[src/rtl/sram_port_arbiter.sv]
// Round-robin arbiter sharing one 512x32 single-port synchronous SRAM
// between NUM_REQ requester engines. A requester may hold the port for a
// bounded run of consecutive accesses (lock tenure, at most MAX_LOCK grants)
// to perform uninterrupted read-modify-write sequences.
module sram_port_arbiter #(
    parameter int NUM_REQ  = 3,
    parameter int MAX_LOCK = 16
) (
    input  logic                    clk,
    input  logic                    rst_n,
    input  logic [NUM_REQ-1:0]      req,
    input  logic [NUM_REQ-1:0]      lock,
    input  logic [4*NUM_REQ-1:0]    we,
    input  logic [9*NUM_REQ-1:0]    addr,
    input  logic [32*NUM_REQ-1:0]   wdata,
    output logic [NUM_REQ-1:0]      gnt,
    output logic [NUM_REQ-1:0]      rvalid,
    output logic [31:0]             rdata,
    output logic                    RAM_EN,
    output logic [8:0]              RAM_A,
    output logic [3:0]              RAM_WE,
    output logic [31:0]             RAM_Di,
    input  logic [31:0]             RAM_Do
);

    localparam int PTR_W = (NUM_REQ > 1) ? $clog2(NUM_REQ) : 1;

    // FREE: round-robin among all requesters; LOCKED: only the owner is eligible
    typedef enum logic {
        FREE   = 1'b0,
        LOCKED = 1'b1
    } mode_e;

    mode_e              mode_q, mode_d;
    logic [PTR_W-1:0]   rr_ptr_q, rr_ptr_d;
    logic [PTR_W-1:0]   owner_q, owner_d;
    logic [7:0]         lock_cnt_q, lock_cnt_d;
    logic [NUM_REQ-1:0] rvalid_q, rvalid_d;

    logic [3:0]         we_s    [NUM_REQ];
    logic [8:0]         addr_s  [NUM_REQ];
    logic [31:0]        wdata_s [NUM_REQ];

    logic               win_valid;
    logic [PTR_W-1:0]   win_idx;
    logic [PTR_W-1:0]   nxt_ptr;
    logic [8:0]         lock_inc;
    logic               at_max;

    for (genvar g = 0; g < NUM_REQ; g++) begin : g_slice
        assign we_s[g]    = we[4*g +: 4];
        assign addr_s[g]  = addr[9*g +: 9];
        assign wdata_s[g] = wdata[32*g +: 32];
    end

    // Winner selection: owner only while locked, otherwise first request at or after rr_ptr
    always_comb begin
        int               c;
        logic [PTR_W-1:0] cand;
        win_valid = 1'b0;
        win_idx   = '0;
        c         = 0;
        cand      = '0;
        if (mode_q == LOCKED) begin
            win_valid = req[owner_q];
            win_idx   = owner_q;
        end else begin
            for (int k = 0; k < NUM_REQ; k++) begin
                c = int'(rr_ptr_q) + k;
                if (c >= NUM_REQ) c = c - NUM_REQ;
                cand = PTR_W'(c);
                if (!win_valid && req[cand]) begin
                    win_valid = 1'b1;
                    win_idx   = cand;
                end
            end
        end
        // No access may reach the SRAM while reset is held
        if (!rst_n) win_valid = 1'b0;
    end

    // Grant vector and SRAM port drive, all zero when nobody wins
    always_comb begin
        gnt    = '0;
        RAM_EN = 1'b0;
        RAM_A  = '0;
        RAM_WE = '0;
        RAM_Di = '0;
        if (win_valid) begin
            gnt[win_idx] = 1'b1;
            RAM_EN       = 1'b1;
            RAM_A        = addr_s[win_idx];
            RAM_WE       = we_s[win_idx];
            RAM_Di       = wdata_s[win_idx];
        end
    end

    assign nxt_ptr  = (win_idx == PTR_W'(NUM_REQ - 1)) ? '0 : win_idx + 1'b1;
    assign lock_inc = {1'b0, lock_cnt_q} + 9'd1;
    assign at_max   = (lock_inc == 9'(MAX_LOCK));

    // Next-state logic for mode, priority pointer, tenure counter and read return
    always_comb begin
        mode_d     = mode_q;
        rr_ptr_d   = rr_ptr_q;
        owner_d    = owner_q;
        lock_cnt_d = lock_cnt_q;
        rvalid_d   = '0;
        for (int i = 0; i < NUM_REQ; i++) begin
            rvalid_d[i] = gnt[i] & ~(|we_s[i]);
        end
        case (mode_q)
            FREE: begin
                if (win_valid) begin
                    rr_ptr_d = nxt_ptr;
                    if (lock[win_idx]) begin
                        if (at_max) begin
                            lock_cnt_d = '0;
                        end else begin
                            mode_d     = LOCKED;
                            owner_d    = win_idx;
                            lock_cnt_d = lock_inc[7:0];
                        end
                    end
                end
            end
            LOCKED: begin
                if (req[owner_q] && lock[owner_q] && !at_max) begin
                    lock_cnt_d = lock_inc[7:0];
                end else begin
                    // Voluntary exit or forced release: owner goes to the back of the ring
                    mode_d     = FREE;
                    lock_cnt_d = '0;
                    rr_ptr_d   = nxt_ptr;
                end
            end
            default: mode_d = FREE;
        endcase
    end

    // State register with synchronous active-low reset
    always_ff @(posedge clk) begin
        if (!rst_n) begin
            mode_q     <= FREE;
            rr_ptr_q   <= '0;
            owner_q    <= '0;
            lock_cnt_q <= '0;
            rvalid_q   <= '0;
        end else begin
            mode_q     <= mode_d;
            rr_ptr_q   <= rr_ptr_d;
            owner_q    <= owner_d;
            lock_cnt_q <= lock_cnt_d;
            rvalid_q   <= rvalid_d;
        end
    end

    assign rvalid = rvalid_q;
    assign rdata  = RAM_Do;

endmodule

[config.mk]
export PLATFORM = sky130hd
export DESIGN_NAME = sram_port_arbiter
export DESIGN_NICKNAME = d
export VERILOG_FILES = /design/src/rtl/sram_port_arbiter.sv
export SDC_FILE = /design/constraint.sdc
export NUM_CORES = 1
export LEC_CHECK = 0
export BUFFER_PORTS_ARGS = -buffer_cell sky130_fd_sc_hd__buf_2
export CAP_MARGIN = 20
export CELL_PAD_IN_SITES_DETAIL_PLACEMENT = 0
export CELL_PAD_IN_SITES_GLOBAL_PLACEMENT = 1
export CORE_AREA = 5 5 108 110
export DETAILED_ROUTE_END_ITERATION = 6
export DIE_AREA = 0 0 113 115
export PLACE_DENSITY_LB_ADDON = 0.1
export SYNTH_ARGS = -nofsm -noshare
export SYNTH_HDL_FRONTEND = slang
export SYNTH_SLANG_ARGS = --single-unit
[constraint.sdc]
create_clock -name clk -period 8.1 [get_ports clk]
set_input_delay 1.62 -clock clk [delete_from_list [all_inputs] [get_ports clk]]
set_output_delay 1.62 -clock clk [all_outputs]
set_load 0.05 [all_outputs]
==> metrics.md <==
| Metric | Value |
|---|---|
| CP arrival | 4480 ps |
| Worst EP required | 6480 ps |
| TNS Setup | 0 ps |
| Drt via density | 4.962 |
| Synth top area share | 0.1400 |
| Initial antenna violation count | 0 |
| Post-synth EDFFs | 0 |
| Non-filler cells, final | 624 |
| Static Leak | 1.687 nW |
| # diodes | 0 |
| Clk Latency, worst-skew pair | 250 ps |
| Core Area | 0.01060 mm² |
| Post-Syn Area | 0.002574 mm² |
| CTS buffer count | 3 |
| GRT overflow | 0 |
| Crit Path Max Fanout | 27 |
| Nets | 665 |
| Wire length per cell | 17.33 µm |
| Relative slew slack | 0.4203 |
| Type of destination of the critical path | primary output |
| Clk sink count | 16 |
| Initial Utilization | 0.2427 |
| Unrepaired setup endpoints after global routing | false |
| Fraction of layout cells with a size suffix above 1 | 0.4938 |
| Yosys reg bits | 16 |
| Drt first-iter violations | 152 |
| Synth-to-Final Area Change | 35.15% |
| Setup slack after layout | 2000 ps |
| Post-cts sizing count | 0 |
| Crit share post-route | 0.7531 |
| Number of global-route vias before repair | 3128 |
| Ys Warns | 0 |
| F_max | 163.9 MHz |
| Yosys top cell by area | a22oi_1 |
| Largest net degree at the start of global routing | 52 |
| Register area share after synthesis | 0.1245 |
| Num ports | 259 |
| Final Setup Violations | 0 |
| Final Critical Period | 6100 ps |
| Cells after Synth | 339 |
| Clk buf depth | 2 |
| Crit Path Class | primary input to primary output |
| TritonCTS clock tree | built |
| Overall Global Routing Usage | 0.1502 |
| Pins Over Slew Limit | 0 |
| Worst Tran Pin Value | 865.7 ps |
| Port Buf Inserts | 194 |
| Hold Fails Final Rpt | 0 |
| Ys async rst share | 0 |
| # Post-CTS Setup Buffers | 0 |
| Hold depth | 2 |
| Outcome | completed |
| Die Y-Extent | 115 µm |
| Routability congestion estimate | 0.8253 |
| Critical Path Source Type | primary input |
| Drt pass-1 iters | 4 |
| Ys flop type | dfxtp_1 |
| Drt drc | 0 |
| Detail Route Antenna Nets | 0 |
| Max-cap violation count | 0 |
| Cell row count | 38 |
| Synth area leaders | a22oi_1 (14%), dfxtp_1 (12%), mux2_2 (11%) |
| Power per cell area | 523.9 mW/mm² |
| Hold/Removal Path Class | flop to flop |
| Clock-pin slew on the worst setup and hold paths | 70 ps |
| Die area | 0.01300 mm² |
| First-pass GRT wire length | 16230 µm |
| Synth Area per Inst | 7.592 µm² |
| Pre-CTS WS | 1944 ps |
| Synthesized Nets | 519 |
| R2r worst-path depth | 9 |
| WL final | 10810 µm |
| Die X | 113 µm |
| Max H-tree Level | 1 |
| Post-Place Cells | 620 |
| Post-synth cell types | 54 |
| Post-DP HPWL | 8635 µm |
| Hold_buf cts | 0 |
| Max VDD drop | 0.2434 mV |
| Vias | 3096 |
| Clock Skew | 2.686 ps |
| Clock root buffer | clkbuf_8 |
-- per-stage QoR --
stage                     hold WS (ps)  utilization  cell area [µm²]  power, mW
after floorplan                  448.1            -             2574      1.451
after global placement           472.0       0.3210             3403      1.756
after detailed placement         475.5       0.3229             3423      1.775
after CTS                        486.0       0.3281             3478      1.855
after global routing             514.9       0.3281             3478      1.969
final                            483.3       0.3281             3478      1.822
-- synth_stat cells (all sizes together) (7+ instances only) --
library cell  instances
a21oi                10
buf                  48
clkbuf                9
mux2                 46
o21ai                 7
nor2                 57
a22oi                48
inv                   8
nand2                13
dfxtp                16
-- final cells by class --
class                      instances  area, µm²
clock buffer                       4      55.05
fill                            1195       7124
timing repair buffer             198       1013
inverter                           8      30.03
sequential                        16      320.3
tap                              140      175.2
multi-input combinational        258       1884
-- per-layer routing --
| layer | routed length (µm) | track usage |
|---|---|---|
| met4 | 311 | 0.03766 |
| met2 | 5387 | 0.2729 |
| met3 | 916 | 0.04211 |
| met5 | 0 | 0 |
| met1 | 4195 | 0.1742 |
-- cells by family (layout without fill, tap and decap cells) --
kind of cell,after synthesis,count (layout),synth area share
flops,16,16,0.1245
fa+ha+maj,5,5,0.02431
compound gates,91,91,0.2625
buf+inv,65,210,0.1551
mux,51,51,0.2207
simple gates,111,111,0.2129
-- state kept, by name (all words and copies together), names as in the netlist --
name and flops:
mode_q 1, rr_ptr_q 2, owner_q 2, lock_cnt_q 8
rvalid 3
-- path summary, 6_finish.rpt --
kind / start / endpoint / slack [ps]
setup / recovery: req[1] / RAM_Di[1] / 2000
hold / removal: lock_cnt_q[7]$_SDFFE_PN0P_ / lock_cnt_q[7]$_SDFFE_PN0P_ / 480
setup reg to reg: rr_ptr_q[0]$_SDFFE_PN0P_ / rvalid[2]$_SDFF_PN0_ / 4980
hold reg to reg: lock_cnt_q[7]$_SDFFE_PN0P_ / lock_cnt_q[7]$_SDFFE_PN0P_ / 480
-- layout by cell type, fill, tap and decap left out, drive strengths merged, types with 3 or more instances in the layout --
| cell type | instances |
|---|---|
| o32ai | 6 |
| nor2 | 57 |
| inv | 8 |
| nand2b | 5 |
| mux2i | 5 |
| nor2b | 3 |
| nand3b | 4 |
| o21ai | 7 |
| nand3 | 6 |
| nor3 | 6 |
| nand2 | 13 |
| nor4 | 3 |
| mux2 | 46 |
| clkbuf | 4 |
| dfxtp | 16 |
| or2 | 3 |
| o211ai | 6 |
| ha | 5 |
| buf | 198 |
| a21oi | 10 |
| a22oi | 48 |
-- where the power goes --
| part | leakage, nW | internal [mW] | total, mW | switching (mW) |
|---|---|---|---|---|
| combinational | 1.53 | 0.499 | 1.63 | 1.13 |
| sequential | 0.130 | 0.0921 | 0.116 | 0.0241 |
| clock | 0.0288 | 0.0432 | 0.0734 | 0.0302 |
-- critical path, stage by stage --
cell	delay (ps)
buf_2	140
mux2i_1	220
o21ai_2	140
or2_1	320
a31oi_4	720
buf_4	470
mux2_2	380
a22oi_1	160
nor2_1	50
buf_2	230
Note: power is estimated with default switching activity, not from simulation.
